`src/rtl/inst_fetch_if.sv`:
```
// Instruction ROM port bundle: chip enable and byte address out, read word back.
// master = fetch unit (drives ce/addr), slave = ROM (returns inst combinationally).
interface inst_fetch_if #(
    parameter int unsigned ADDR_W = 32
);
    logic              ce;
    logic [ADDR_W-1:0] addr;
    logic [31:0]       inst;

    modport master (
        output ce,
        output addr,
        input  inst
    );

    modport slave (
        input  ce,
        input  addr,
        output inst
    );
endinterface

```
`src/rtl/inst_fetch.sv`:
```
// Instruction fetch stage: owns the PC, drives the ROM port, fills IF/ID.
// Ports: clk, rst (async active-low), stall/flush/new_pc, branch_flag/target,
// rom (ce/addr/inst), if_pc/if_inst/if_valid (IF/ID), misaligned.
// Optional INST_ALIGN_CHECK_EN: misaligned PC issues a NOP and parks until flush.
module inst_fetch #(
    parameter int unsigned          ADDR_W   = 32,
    parameter logic [ADDR_W-1:0]    RESET_PC = '0
) (
    input  logic              clk,
    input  logic              rst,
    input  logic              stall,
    input  logic              flush,
    input  logic [ADDR_W-1:0] new_pc,
    input  logic              branch_flag,
    input  logic [ADDR_W-1:0] branch_target,
    inst_fetch_if.master      rom,
    output logic [ADDR_W-1:0] if_pc,
    output logic [31:0]       if_inst,
    output logic              if_valid,
    output logic              misaligned
);

    typedef enum logic {
        IDLE = 1'b0,
        RUN  = 1'b1
    } state_e;

    state_e            state_q, state_d;
    logic              ce_q, ce_d;
    logic [ADDR_W-1:0] pc_q, pc_d;
    logic [ADDR_W-1:0] if_pc_q, if_pc_d;
    logic [31:0]       if_inst_q, if_inst_d;
    logic              if_valid_q, if_valid_d;
    logic              pend_q, pend_d;
    logic [ADDR_W-1:0] pend_tgt_q, pend_tgt_d;
    logic              mis_q, mis_d;
    logic              park;

`ifdef INST_ALIGN_CHECK_EN
    assign park = (pc_q[1:0] != 2'b00);
`else
    assign park = 1'b0;
`endif

    always_comb begin
        state_d    = state_q;
        ce_d       = ce_q;
        pc_d       = pc_q;
        if_pc_d    = if_pc_q;
        if_inst_d  = if_inst_q;
        if_valid_d = if_valid_q;
        pend_d     = pend_q;
        pend_tgt_d = pend_tgt_q;
        mis_d      = mis_q;

        unique case (state_q)
            IDLE: begin
                state_d = RUN;
                ce_d    = 1'b1;
            end
            RUN: begin
                if (flush) begin
                    pc_d       = new_pc;
                    if_pc_d    = '0;
                    if_inst_d  = '0;
                    if_valid_d = 1'b0;
                    pend_d     = 1'b0;
                    mis_d      = 1'b0;
                end else if (stall) begin
                    // Remember the most recent redirect seen while frozen.
                    if (branch_flag) begin
                        pend_d     = 1'b1;
                        pend_tgt_d = branch_target;
                    end
                end else if (park) begin
                    // Issue a NOP for the bad address and hold pc for a flush.
                    if_pc_d    = pc_q;
                    if_inst_d  = '0;
                    if_valid_d = 1'b1;
                    mis_d      = 1'b1;
                end else begin
                    // Delay slot: the word at pc is always issued.
                    if_pc_d    = pc_q;
                    if_inst_d  = rom.inst;
                    if_valid_d = 1'b1;
                    pend_d     = 1'b0;
                    if (branch_flag) begin
                        pc_d = branch_target;
                    end else if (pend_q) begin
                        pc_d = pend_tgt_q;
                    end else begin
                        pc_d = pc_q + ADDR_W'(4);
                    end
                end
            end
            default: begin
                state_d = IDLE;
                ce_d    = 1'b0;
            end
        endcase
    end

    always_ff @(posedge clk or negedge rst) begin
        if (!rst) begin
            state_q    <= IDLE;
            ce_q       <= 1'b0;
            pc_q       <= RESET_PC;
            if_pc_q    <= '0;
            if_inst_q  <= '0;
            if_valid_q <= 1'b0;
            pend_q     <= 1'b0;
            pend_tgt_q <= '0;
            mis_q      <= 1'b0;
        end else begin
            state_q    <= state_d;
            ce_q       <= ce_d;
            pc_q       <= pc_d;
            if_pc_q    <= if_pc_d;
            if_inst_q  <= if_inst_d;
            if_valid_q <= if_valid_d;
            pend_q     <= pend_d;
            pend_tgt_q <= pend_tgt_d;
            mis_q      <= mis_d;
        end
    end

    assign rom.ce     = ce_q;
    assign rom.addr   = pc_q;
    assign if_pc      = if_pc_q;
    assign if_inst    = if_inst_q;
    assign if_valid   = if_valid_q;
    assign misaligned = mis_q;

endmodule

```
`src/flat_wrapper.sv`:
```
// flat-port wrapper written by rule: the top's interface ports become plain ports
module inst_fetch_flat 
#(
    parameter int unsigned          ADDR_W   = 32,
    parameter logic [ADDR_W-1:0]    RESET_PC = '0
)
  (clk, rst, stall, flush, new_pc, branch_flag, branch_target, if_pc, if_inst, if_valid, misaligned, rom_ce, rom_addr, rom_inst);
  inst_fetch_if #(.ADDR_W(ADDR_W)) rom_i ();
  input  logic clk;
  input  logic rst;
  input  logic stall;
  input  logic flush;
  input  logic [ADDR_W-1:0] new_pc;
  input  logic branch_flag;
  input  logic [ADDR_W-1:0] branch_target;
  output logic [ADDR_W-1:0] if_pc;
  output logic [31:0] if_inst;
  output logic if_valid;
  output logic misaligned;
  output wire logic [$bits(rom_i.ce)-1:0] rom_ce;
  output wire logic [$bits(rom_i.addr)-1:0] rom_addr;
  input wire logic [$bits(rom_i.inst)-1:0] rom_inst;
  assign rom_ce = rom_i.ce;
  assign rom_addr = rom_i.addr;
  assign rom_i.inst = rom_inst;
  inst_fetch #(.ADDR_W(ADDR_W), .RESET_PC(RESET_PC)) u_core (.clk(clk), .rst(rst), .stall(stall), .flush(flush), .new_pc(new_pc), .branch_flag(branch_flag), .branch_target(branch_target), .rom(rom_i), .if_pc(if_pc), .if_inst(if_inst), .if_valid(if_valid), .misaligned(misaligned));
endmodule
```
`config.mk`:
```
export PLATFORM = sky130hd
export DESIGN_NAME = inst_fetch_flat
export DESIGN_NICKNAME = d
export VERILOG_FILES = /design/src/rtl/inst_fetch_if.sv /design/src/rtl/inst_fetch.sv /design/src/flat_wrapper.sv
export SDC_FILE = /design/constraint.sdc
export NUM_CORES = 1
export LEC_CHECK = 0
export CELL_PAD_IN_SITES_DETAIL_PLACEMENT = 1
export CELL_PAD_IN_SITES_GLOBAL_PLACEMENT = 2
export CORE_UTILIZATION = 31
export CTS_CLUSTER_DIAMETER = 80
export CTS_CLUSTER_SIZE = 14
export DETAILED_ROUTE_END_ITERATION = 8
export GPL_ROUTABILITY_DRIVEN = 0
export PLACE_DENSITY = 0.9
export SLEW_MARGIN = 5
export SYNTH_ARGS = -nofsm -noshare
export SYNTH_HDL_FRONTEND = slang
export SYNTH_SLANG_ARGS = --single-unit
```
`constraint.sdc`:
```
create_clock -name clk -period 3.6 [get_ports clk]
set_clock_uncertainty 0.1 [all_clocks]
set_input_delay 0.54 -clock clk [delete_from_list [all_inputs] [get_ports clk]]
set_output_delay 0.54 -clock clk [all_outputs]
set_load 0.01 [all_outputs]
```
==> results.tsv <==
stage	metric	value	unit
status	outcome	complete, no violations	
cts	TritonCTS Sinks	132	
routing	routed via count	6063	
power	power per cell area	501.1	mW/mm²
floorplanning	I/O pins	200	
routing	DRT Pass-1 Iters	4	
critical_path	CP required	3.83	ns
timing	Slew @ Worst Pin	0.8723	ns
yosys	Ys Warns	0	
yosys	ys async rst share	1.000	
timing	Hold WS	0.08347	ns
routing	M1 wire length	10.34	mm
cells_and_area	ant diodes	0	
power	Seq pwr share	0.410	
global_routing	pin count of the biggest net entering global routing	94	
critical_path	critical path fanouts, max	9	
power	power share of the clock group	0.368	
routing	drc violations	0	
timing	Final Cycle Share	0.7373	
yosys	Mapped Area	0.006685	mm²
critical_path	r2r worst-path depth	6	
timing	Final Hold Vio Count	0	
cells_and_area	Final Util	0.4505	
cells_and_area	fillcell total	2365	
timing	Fmax	376.8	MHz
cts	hold_buf cts	0	
critical_path	reg2reg start	u_core.rom.addr[2]$_DFFE_PN0P_	
cts	setup repair bufs after CTS	0	
place	DP HPWL	15.78	mm
critical_path	CP Launch Type	flip-flop	
timing	Final TNS setup	0	ns
cells_and_area	register area	0.003303	mm²
routing	routed length on met2	10.91	mm
cells_and_area	area of the multi-input gates	0.003157	mm²
routing	WL/cell	19.39	µm
global_routing	initial antenna violation count	0	
routing	Final ANT Viol Nets	0	
floorplanning	core area	0.02109	mm²
cells_and_area	area grow syn2layout	42.09	%
routing	top sig layer	met4	
cts	CTS buffer count	17	
cells_and_area	Total Nets Final	970	
power	Sw Pwr	1381	µW
floorplanning	number of core rows	53	
critical_path	critical path capture point type	flip-flop	
routing	post-DR vias/cell	5.249	
timing	max-slew violations	0	
power	P_leak	0.003894	µW
place	port bufs	198	
cts	CTS clk-pin slew, worst paths	0.06	ns
global_routing	vias in the first global route	6104	
yosys	Yosys reg bits	132	
cells_and_area	share of cells above drive strength 1	0.1102	
yosys	synth unique cells	57	
yosys	EDFF count, synth	0	
run	MaxCap Viol Count	0	
cells_and_area	post-route cell area	0.009499	mm²
global_routing	grt total ovfl	0	
cts	root buffer cell	clkbuf_16	
routing	total routed wirelength	22.40	mm
yosys	Avg Inst Size Synth	9.675	µm²
critical_path	worst r2r dst	u_core.rom.addr[14]$_DFFE_PN0P_	
yosys	Main synth FF type	dfrtp_1	
floorplanning	die area	0.02216	mm²
routing	DRT iter0 DRCs	377	
power	P_int	3379	µW
routing	Met3 Wirelength	742	µm
timing	Min Clock Period, post-route	2.654	ns
cts	CTS tree	yes	
min_path	worst hold path type	in -> async	
cts	H-tree depth	4	
yosys	post-synth net total	793	
critical_path	Worst Path Arrival	2.88	ns
critical_path	critical setup path kind	reg -> reg	
yosys	sequential element share of the synthesized area	0.4941	
floorplanning	Die Ht	148.9	µm
timing	max_slew headroom	0.4185	
power	Peak VDD IR	0.0003077	V
power	Final Power	4760	µW
global_routing	GRT Total Usage	0.2087	
critical_path	R2R Setup Slk	0.95	ns
timing	RSZ-0062 raised after global routing	false	
floorplanning	Initial Util	0.3170	
cts	# resized after CTS	0	
power	switch share	0.2900	
place	Area after DPL	0.008912	mm²
timing	final setup fails	0	
yosys	Synth Instances	691	
cts	Worst-Skew Late Latency	0.42	ns
cts	clock buffer depth	2	
floorplanning	Die W	148.9	µm
global_routing	first-pass GRT wire length	35.31	mm
power	logic gate share of total power	0.222	
critical path, stage by stage, from the launching register on:
cell and delay [ns]:
dfrtp_1 0.48, ha_1 0.34, nand4_1 0.22, nor2_1 0.64
nand2_1 0.26, o31a_1 0.29, o31ai_1 0.22
power by group through the flow:
stage	registers [µW]	clock network [µW]	logic, µW
2_1_floorplan	1970	0	424
3_3_place_gp	1960	0	1040
3_5_place_dp	1970	0	1070
4_1_cts	1950	1790	1070
5_1_grt	1990	1840	1150
6_report	1950	1750	1060
state kept, by name (all words and copies together) (netlist names):
register           flops
u_core.pend_q          1
u_core.if_inst        32
u_core.pend_tgt_q     32
u_core.state_q         1
u_core.if_pc          32
u_core.rom.ce          1
u_core.rom.addr       32
u_core.if_valid        1
Yosys cell counts, types with 3 or more instances:
master / instances / area share
dfrtp_1: 132 / 0.49
nand2_1: 125 / 0.070
o21ai_0: 55 / 0.041
clkbuf_1: 50 / 0.028
nand2b_1: 37 / 0.035
nand3b_1: 35 / 0.039
mux2_2: 32 / 0.054
nor2_1: 26 / 0.015
nor2b_1: 23 / 0.022
a221oi_1: 19 / 0.025
o31ai_1: 18 / 0.020
nor3_1: 13 / 0.0097
a21oi_1: 11 / 0.0082
nand4_1: 11 / 0.010
nand3_1: 9 / 0.0067
o211ai_1: 8 / 0.0090
a221o_1: 6 / 0.0090
a32o_1: 6 / 0.0090
mux2i_1: 6 / 0.0090
a31o_2: 5 / 0.0066
a31oi_1: 5 / 0.0047
a211oi_1: 3 / 0.0034
a311oi_1: 3 / 0.0039
buf_1: 3 / 0.0017
o31a_1: 3 / 0.0039
or2b_1: 3 / 0.0034
cell type report:
type                            instances  share of cell area
Inverter                                2           0.0007903
Clock buffer                           23             0.05137
Sequential cell                       132              0.3477
Tap cell                              275             0.03622
Clock inverter                          8             0.01041
Timing Repair Buffer                  214              0.2212
Multi-Input combinational cell        501              0.3323
cell usage in the layout, fill, tap and decap left out, drive strengths merged, types with 5 or more instances in the layout:
cell type,synthesis,routed
clkdlybuf4s50,0,196
dfrtp,132,132
nand2,125,125
o21ai,55,55
nand2b,37,37
nand3b,35,35
mux2,32,32
nor2,26,26
nor2b,23,23
clkbuf,50,23
a221oi,19,19
o31ai,18,18
buf,6,18
nor3,15,15
nand4,12,12
nand3,12,12
a21oi,11,11
o211ai,8,8
mux2i,6,6
a32o,6,6
a221o,6,6
a31oi,5,5
a31o,5,5
per-stage QoR:
step	setup WS (ns)	cells
finish	0.9458	1155
global route	0.7779	1155
global placement	0.7284	1124
floorplan	1.601	691
CTS	0.9760	1155
detailed placement	0.6895	1124
layer usage:
metal	GRT usage	vias to the layer above
met5	0	-
met2	0.3341	142
met1	0.2902	3054
met4	0.06582	0
li1	-	2842
met3	0.02997	25
kinds of logic after synthesis:
logic type / share of synthesized area
adders and majority gates: 0.001871
xor gates and xnor gates: 0.001310
and+or+nand+nor: 0.2403
DFF: 0.4941
AOI/OAI and AO/OA: 0.1630
other: 0.001123
buffers and inverters: 0.03537
muxes: 0.06289
worst max-delay path by stage:
stage	depth (start not counted)	to	start	slack [ns]
2_1_floorplan	6	u_core.rom.addr[26]$_DFFE_PN0P_	u_core.rom.addr[2]$_DFFE_PN0P_	1.60
3_3_place_gp	5	u_core.rom.addr[22]$_DFFE_PN0P_	branch_flag	0.73
3_5_place_dp	5	u_core.rom.addr[22]$_DFFE_PN0P_	branch_flag	0.69
4_1_cts	6	u_core.rom.addr[14]$_DFFE_PN0P_	u_core.rom.addr[2]$_DFFE_PN0P_	0.98
5_1_grt	6	u_core.rom.addr[12]$_DFFE_PN0P_	u_core.rom.addr[2]$_DFFE_PN0P_	0.78
6_report	6	u_core.rom.addr[14]$_DFFE_PN0P_	u_core.rom.addr[2]$_DFFE_PN0P_	0.95
Power figures use the tool's default switching activity.
